**config.mk**
```make
export PLATFORM = sky130hd
export DESIGN_NAME = frame_uart_tx
export DESIGN_NICKNAME = d
export VERILOG_FILES = /design/src/rtl/frame_uart_tx_pkg.sv /design/src/rtl/frame_uart_tx_word.sv /design/src/rtl/frame_uart_tx.sv
export SDC_FILE = /design/constraint.sdc
export NUM_CORES = 1
export LEC_CHECK = 0
export CAP_MARGIN = 0
export CORE_MARGIN = 10
export CORE_UTILIZATION = 65
export CTS_BUF_LIST = sky130_fd_sc_hd__clkbuf_8
export CTS_CLUSTER_SIZE = 12
export DETAILED_ROUTE_END_ITERATION = 8
export GPL_ROUTABILITY_DRIVEN = 0
export GPL_TIMING_DRIVEN = 0
export HOLD_SLACK_MARGIN = 0.06
export PLACE_DENSITY = 0.91
export SYNTH_ARGS = -nofsm -noshare
export SYNTH_HDL_FRONTEND = slang
export SYNTH_SLANG_ARGS = --single-unit
```
**constraint.sdc**
```tcl
create_clock -name in_clk -period 3.1 [get_ports in_clk]
set_input_delay 0.93 -clock in_clk [delete_from_list [all_inputs] [get_ports in_clk]]
set_output_delay 0.93 -clock in_clk [all_outputs]
set_load 0.05 [all_outputs]
```
**src/rtl/frame_uart_tx_pkg.sv**
```systemverilog
// Shared UART definitions for the frame transmitter and its word serializer:
// the serializer state encoding, the default bit period, which uart_rx uses
// as well, and the line levels.
package frame_uart_tx_pkg;

    // Default clock cycles per serial bit. Any override must be at least 2
    // because out_done is registered one cycle ahead of the stop-bit end.
    localparam int DEFAULT_CLKS_PER_BIT = 87;

    // UART line levels.
    localparam logic UART_IDLE_LEVEL  = 1'b1;
    localparam logic UART_START_LEVEL = 1'b0;
    localparam logic UART_STOP_LEVEL  = 1'b1;

    // Serializer state encoding.
    localparam logic [1:0] TX_IDLE_ENC  = 2'd0;
    localparam logic [1:0] TX_START_ENC = 2'd1;
    localparam logic [1:0] TX_DATA_ENC  = 2'd2;
    localparam logic [1:0] TX_STOP_ENC  = 2'd3;

    typedef enum logic [1:0] {
        ST_IDLE  = TX_IDLE_ENC,
        ST_START = TX_START_ENC,
        ST_DATA  = TX_DATA_ENC,
        ST_STOP  = TX_STOP_ENC
    } tx_state_e;

    // Counter width for a 0..n-1 counter. A width of zero would be illegal,
    // so n <= 1 still gets one bit.
    function automatic int cnt_width(input int n);
        return (n > 1) ? $clog2(n) : 1;
    endfunction

endpackage : frame_uart_tx_pkg

```
**src/rtl/frame_uart_tx_word.sv**
```systemverilog
// Serializes one BPS-bit character as start bit, LSB-first data bits and a
// stop bit. A start strobe in IDLE, or in the final stop-bit cycle, begins
// the next character with no gap between characters.
module uart_tx_word
    import frame_uart_tx_pkg::*;
#(
    parameter int BPS          = 8,
    parameter int CLKS_PER_BIT = DEFAULT_CLKS_PER_BIT
) (
    input  logic           clk,
    input  logic           rst_n,
    input  logic           start_i,
    input  logic [BPS-1:0] word_i,
    output logic           serial_o,
    output logic           stop_pre_end_o,
    output logic           word_done_o
);

    localparam int BAUD_W = cnt_width(CLKS_PER_BIT);
    localparam int BIT_W  = cnt_width(BPS);
    localparam logic [BAUD_W-1:0] BAUD_LAST = BAUD_W'(CLKS_PER_BIT - 1);
    localparam logic [BAUD_W-1:0] BAUD_PRE  = BAUD_W'(CLKS_PER_BIT - 2);
    localparam logic [BIT_W-1:0]  BIT_LAST  = BIT_W'(BPS - 1);

    tx_state_e         state_q, state_d;
    logic [BAUD_W-1:0] baud_q, baud_d;
    logic [BIT_W-1:0]  bit_q, bit_d;
    logic [BPS-1:0]    shift_q, shift_d;
    logic              serial_q, serial_d;
    logic              bit_end;

    // State register. The line register resets to idle level asynchronously.
    // NOTE: sequential state uses non-blocking assignments so every flop
    // samples pre-edge values regardless of block ordering.
    always_ff @(posedge clk or negedge rst_n) begin
        if (!rst_n) begin
            state_q  <= ST_IDLE;
            baud_q   <= '0;
            bit_q    <= '0;
            shift_q  <= '0;
            serial_q <= UART_IDLE_LEVEL;
        end else begin
            state_q  <= state_d;
            baud_q   <= baud_d;
            bit_q    <= bit_d;
            shift_q  <= shift_d;
            serial_q <= serial_d;
        end
    end

    // Next state; the line level is computed for the next cycle so the
    // registered output changes only on bit boundaries.
    // NOTE: every signal gets its default first so no path leaves one
    // unassigned, which would infer a latch.
    always_comb begin
        state_d     = state_q;
        baud_d      = baud_q;
        bit_d       = bit_q;
        shift_d     = shift_q;
        serial_d    = serial_q;
        word_done_o = 1'b0;
        bit_end     = (baud_q == BAUD_LAST);

        case (state_q)
            ST_IDLE: begin
                baud_d   = '0;
                serial_d = UART_IDLE_LEVEL;
                if (start_i) begin
                    state_d  = ST_START;
                    shift_d  = word_i;
                    serial_d = UART_START_LEVEL;
                end
            end
            ST_START: begin
                baud_d = baud_q + BAUD_W'(1);
                if (bit_end) begin
                    baud_d   = '0;
                    bit_d    = '0;
                    state_d  = ST_DATA;
                    serial_d = shift_q[0];
                end
            end
            ST_DATA: begin
                baud_d = baud_q + BAUD_W'(1);
                if (bit_end) begin
                    baud_d = '0;
                    if (bit_q == BIT_LAST) begin
                        state_d  = ST_STOP;
                        serial_d = UART_STOP_LEVEL;
                    end else begin
                        bit_d    = bit_q + BIT_W'(1);
                        shift_d  = shift_q >> 1;
                        serial_d = shift_d[0];
                    end
                end
            end
            ST_STOP: begin
                baud_d = baud_q + BAUD_W'(1);
                if (bit_end) begin
                    baud_d      = '0;
                    word_done_o = 1'b1;
                    if (start_i) begin
                        state_d  = ST_START;
                        shift_d  = word_i;
                        serial_d = UART_START_LEVEL;
                    end else begin
                        state_d  = ST_IDLE;
                        serial_d = UART_IDLE_LEVEL;
                    end
                end
            end
            default: begin
                state_d  = ST_IDLE;
                serial_d = UART_IDLE_LEVEL;
            end
        endcase
    end

    assign serial_o       = serial_q;
    assign stop_pre_end_o = (state_q == ST_STOP) && (baud_q == BAUD_PRE);

endmodule : uart_tx_word

```
**src/rtl/frame_uart_tx.sv**
```systemverilog
// Frame-level UART transmitter: sends FRAME_SIZE words per frame back to
// back, keeps one holding slot for a frame arriving mid-transmission and
// flags a sticky overflow when a frame arrives with both slots occupied.
module frame_uart_tx
    import frame_uart_tx_pkg::*;
#(
    parameter int BPS          = 8,
    parameter int FRAME_SIZE   = 1,
    parameter int CLKS_PER_BIT = DEFAULT_CLKS_PER_BIT
) (
    input  logic                      in_clk,
    input  logic                      in_rst_n,
    input  logic                      in_enable,
    input  logic [FRAME_SIZE*BPS-1:0] in_frame,
    output logic                      out_serial,
    output logic                      out_busy,
    output logic                      out_done,
    output logic                      out_overflow
);

    localparam int FW     = FRAME_SIZE * BPS;
    localparam int WORD_W = cnt_width(FRAME_SIZE);
    localparam logic [WORD_W-1:0] WORD_LAST = WORD_W'(FRAME_SIZE - 1);

    logic              busy_q, busy_d;
    logic              done_q, done_d;
    logic              ovf_q, ovf_d;
    logic              hold_valid_q, hold_valid_d;
    logic [FW-1:0]     hold_q, hold_d;
    logic [FW-1:0]     frame_q, frame_d;
    logic [WORD_W-1:0] word_q, word_d;

    logic              tx_start;
    logic [BPS-1:0]    tx_word;
    logic              tx_pre_end;
    logic              tx_word_done;
    logic              last_word;
    logic              final_end;

    uart_tx_word #(
        .BPS          (BPS),
        .CLKS_PER_BIT (CLKS_PER_BIT)
    ) u_word (
        .clk            (in_clk),
        .rst_n          (in_rst_n),
        .start_i        (tx_start),
        .word_i         (tx_word),
        .serial_o       (out_serial),
        .stop_pre_end_o (tx_pre_end),
        .word_done_o    (tx_word_done)
    );

    // Frame bookkeeping registers.
    always_ff @(posedge in_clk or negedge in_rst_n) begin
        if (!in_rst_n) begin
            busy_q       <= 1'b0;
            done_q       <= 1'b0;
            ovf_q        <= 1'b0;
            hold_valid_q <= 1'b0;
            hold_q       <= '0;
            frame_q      <= '0;
            word_q       <= '0;
        end else begin
            busy_q       <= busy_d;
            done_q       <= done_d;
            ovf_q        <= ovf_d;
            hold_valid_q <= hold_valid_d;
            hold_q       <= hold_d;
            frame_q      <= frame_d;
            word_q       <= word_d;
        end
    end

    // Frame acceptance, holding slot, word sequencing and overflow.
    always_comb begin
        busy_d       = busy_q;
        ovf_d        = ovf_q;
        hold_valid_d = hold_valid_q;
        hold_d       = hold_q;
        frame_d      = frame_q;
        word_d       = word_q;
        tx_start     = 1'b0;

        last_word = (word_q == WORD_LAST);
        final_end = busy_q && tx_word_done && last_word;
        // Registered one cycle early so out_done lands on the last stop cycle.
        done_d    = busy_q && tx_pre_end && last_word;

        if (!busy_q) begin
            if (in_enable) begin
                frame_d  = in_frame;
                word_d   = '0;
                busy_d   = 1'b1;
                tx_start = 1'b1;
            end
        end else if (final_end) begin
            // The serializer restarts in this same cycle, so a queued frame
            // follows with no idle gap and busy never drops.
            if (hold_valid_q) begin
                frame_d  = hold_q;
                word_d   = '0;
                tx_start = 1'b1;
                if (in_enable) begin
                    hold_d = in_frame;
                end else begin
                    hold_valid_d = 1'b0;
                end
            end else if (in_enable) begin
                frame_d  = in_frame;
                word_d   = '0;
                tx_start = 1'b1;
            end else begin
                busy_d = 1'b0;
            end
        end else begin
            if (tx_word_done) begin
                word_d   = word_q + WORD_W'(1);
                frame_d  = frame_q >> BPS;
                tx_start = 1'b1;
            end
            if (in_enable) begin
                if (!hold_valid_q) begin
                    hold_d       = in_frame;
                    hold_valid_d = 1'b1;
                end else begin
                    ovf_d = 1'b1;
                end
            end
        end

        // The word being started is always the low word of the next frame.
        tx_word = frame_d[BPS-1:0];
    end

    assign out_busy     = busy_q;
    assign out_done     = done_q;
    assign out_overflow = ovf_q;

endmodule : frame_uart_tx

```
==> results.cfg <==
[cells_and_area]
final_cell_area_mm2 = 0.00263
syn2layout_area_growth_pct = 13.7
fin_cells = 276
diodes = 0
nets = 251
drive_gt1_frac = 0.217
final_cell_mix = 41 x dfrtp_1, 23 x mux2_2, 14 x nor2_1, 14 x nand2_1
final_common_cell = dfrtp_1
nFillCells = 198

[synthesis]
synth_seq_cells = 42
synthArstFlopShare = 1.00
yosysWarningCount = 0
syn_inst = 208
synth_compound_area_frac = 0.130
yosysUniqueCellTypes = 45
synth-simple-area-share = 0.147
synthAdderAreaFrac = 0.0596
synth_mux_area_frac = 0.147
synth-edff-count = 0
synth_flop_cell = dfrtp_1
ys_seq_area_frac = 0.455
postSynthAreaPerCell_um2 = 11.1
synth_top_family_by_area = multiplexers
synth_area_mm2 = 0.00231
syn_nets = 230
synthXorXnorAreaFrac = 0.0227

[placed_design]
io_buffers = 13
place_area_mm2 = 0.00252
dp_hpwl_um = 3250
dp.cells = 268

[worst_hold_path]
min_to = out_overflow$_DFFE_PN0P_
hp-start = out_overflow$_DFFE_PN0P_
min_path_type = flop to flop
hold_depth = 1

[sta]
worst_slew_pin_slew_ns = 0.530
drv_slew = 0
max_slew_margin = 0.647
rsz0062_at_grt = false
hold_viol = 0
fin_crit_ns = 2.55
finalClockSkew_ns = 0.00883
setup_viol = 0
finalCritPeriodShare = 0.822
setup_tns_ns = 0
fmax_mhz = 393
hold_ws_ns = 0.473

[detailed_routing]
drc = 0
firstDrtPassIters = 4
routedWlPerCell_um = 16.4
antenna_left = 0
first_iter_violations = 140
viasPerCell = 6.01
num_vias = 1658
routed_wl_um = 4540

[power_and_ir_drop]
powerDensity_mw_per_mm2 = 425
p_leak_nw = 1.15
irDropWorstVdd_mv = 0.327

[worst_setup_path]
ff2ff_path_depth = 7
start_kind = flop
end_kind = primary output
crit_family = buffers and inverters
cp_slowest_cell = clkdlybuf4s50_1
arrival_ns = 1.62
cp_slowest_stage_delay_ns = 0.80
reg2reg_setup_slack_ns = 0.82
rr_startpoint = u_word.baud_q[0]$_DFF_PN0_
required_ns = 2.17
path_cells = clkdlybuf4s50_1
criticalPathCategory = flop to primary output
worstPathMaxFanout = 2
r2r_end = u_word.shift_q[5]$_DFFE_PN0P_
cp.buffers_inverters = 1

[cts]
postCtsSetupBuffers = 0
cts_buffers = 5
root_buffer = clkbuf_8
htreeDepth = 2
cts.sinks = 42
clk_pin_slew_ns = 0.08
tritoncts = done
cts_resized = 0
cts_hold_buf = 0
worstSkewPairLatency_ns = 0.29
cts_buffer_depth = 2

[floorplan]
io_pins = 15
die_area_mm2 = 0.00634
start_util = 0.682
fp-row-count = 21
dieWidth_um = 79.6
coreArea_mm2 = 0.00339
fp.dieH_um = 79.6

[global_route]
grt_max_degree = 25
grt_pass1_wl_um = 7690
track_usage = 0.150
overflow = 0
antenna_found_initial = 0
grt_pass1_vias = 1601

[run_status]
outcome = completed

[flow_run]
drv_cap = 0
==> where the power goes <==
group / switching, mW / total, mW / internal [mW]
Sequential: 0.0168 / 0.594 / 0.577
Combinational: 0.0491 / 0.106 / 0.0568
Clock: 0.182 / 0.417 / 0.234
Total: 0.248 / 1.12 / 0.868
==> cell type report <==
type                    instances  area [um2]  share of cell area
well taps                      46        57.6              0.0219
repair buffers                 14         153              0.0581
multi-input cells             144        1170               0.445
clock buffers                   5        68.8              0.0262
plain buffers                  12        52.6              0.0200
inverters                      10        37.5              0.0143
flip-flops and latches         42        1050               0.400
clock inverters                 3        37.5              0.0143
==> kinds of logic after synthesis <==
kind of cell    after synthesis
simple gates                 60
flops                        42
compound gates               36
mux                          31
buf+inv                      22
fa+ha+maj                    11
xor+xnor                      6
==> state kept, by name (all words and copies together) (netlist names) <==
register / cells
frame_q: 8
hold_q: 8
hold_valid_q: 1
out_busy: 1
out_done: 1
out_overflow: 1
u_word.baud_q: 7
u_word.bit_q: 3
u_word.serial_o: 1
u_word.shift_q: 8
u_word.state_q: 2
word_q: 1
==> routing by layer <==
| metal | GRT usage | part of all wire | wire, um |
|---|---|---|---|
| met1 | 0.185 | 0.44 | 1980 |
| met2 | 0.244 | 0.48 | 2190 |
| met3 | 0.0417 | 0.060 | 273 |
| met4 | 0.0556 | 0.020 | 92 |
| met5 | 0 | 0 | 0 |
==> synthesized netlist by cell type (2+ instances only) <==
library cell | number | area, um2
dfrtp_1 | 41 | 1030
a22oi_1 | 2 | 15.0
and3b_1 | 2 | 17.5
nand3_1 | 4 | 20.0
nor2_1 | 14 | 52.6
o21ai_0 | 12 | 60.1
and3_1 | 2 | 12.5
ha_1 | 11 | 138
o221ai_2 | 7 | 105
a21oi_1 | 4 | 20.0
clkbuf_1 | 7 | 26.3
xor2_1 | 3 | 26.3
or2_2 | 2 | 12.5
xnor2_1 | 3 | 26.3
mux2_2 | 23 | 259
nand4_1 | 9 | 56.3
buf_2 | 3 | 15.0
nand2_1 | 14 | 52.6
inv_1 | 10 | 37.5
nor3_1 | 3 | 15.0
mux2i_1 | 8 | 80.1
==> per-stage QoR <==
stage	setup WS, ns	utilization	power (mW)
6_report	0.553	0.775	1.12
5_1_grt	0.522	0.775	1.16
4_1_cts	0.538	0.775	1.12
3_5_place_dp	0.639	0.744	0.709
3_3_place_gp	0.0751	0.737	0.698
2_1_floorplan	0.808	-	0.664
==> worst max path at each step <==
stage	end	slack [ns]	start	depth (start not counted)
final	out_serial	0.55	u_word.serial_o$_DFFE_PN1P_	1
after global routing	out_serial	0.52	u_word.serial_o$_DFFE_PN1P_	1
after CTS	out_serial	0.54	u_word.serial_o$_DFFE_PN1P_	1
after detailed placement	u_word.shift_q[5]$_DFFE_PN0P_	0.64	in_enable	6
after global placement	hold_q[2]$_DFFE_PN0P_	0.08	in_rst_n	1
after floorplan	u_word.shift_q[5]$_DFFE_PN0P_	0.81	in_enable	6
(Power assumes the default switching activity.)
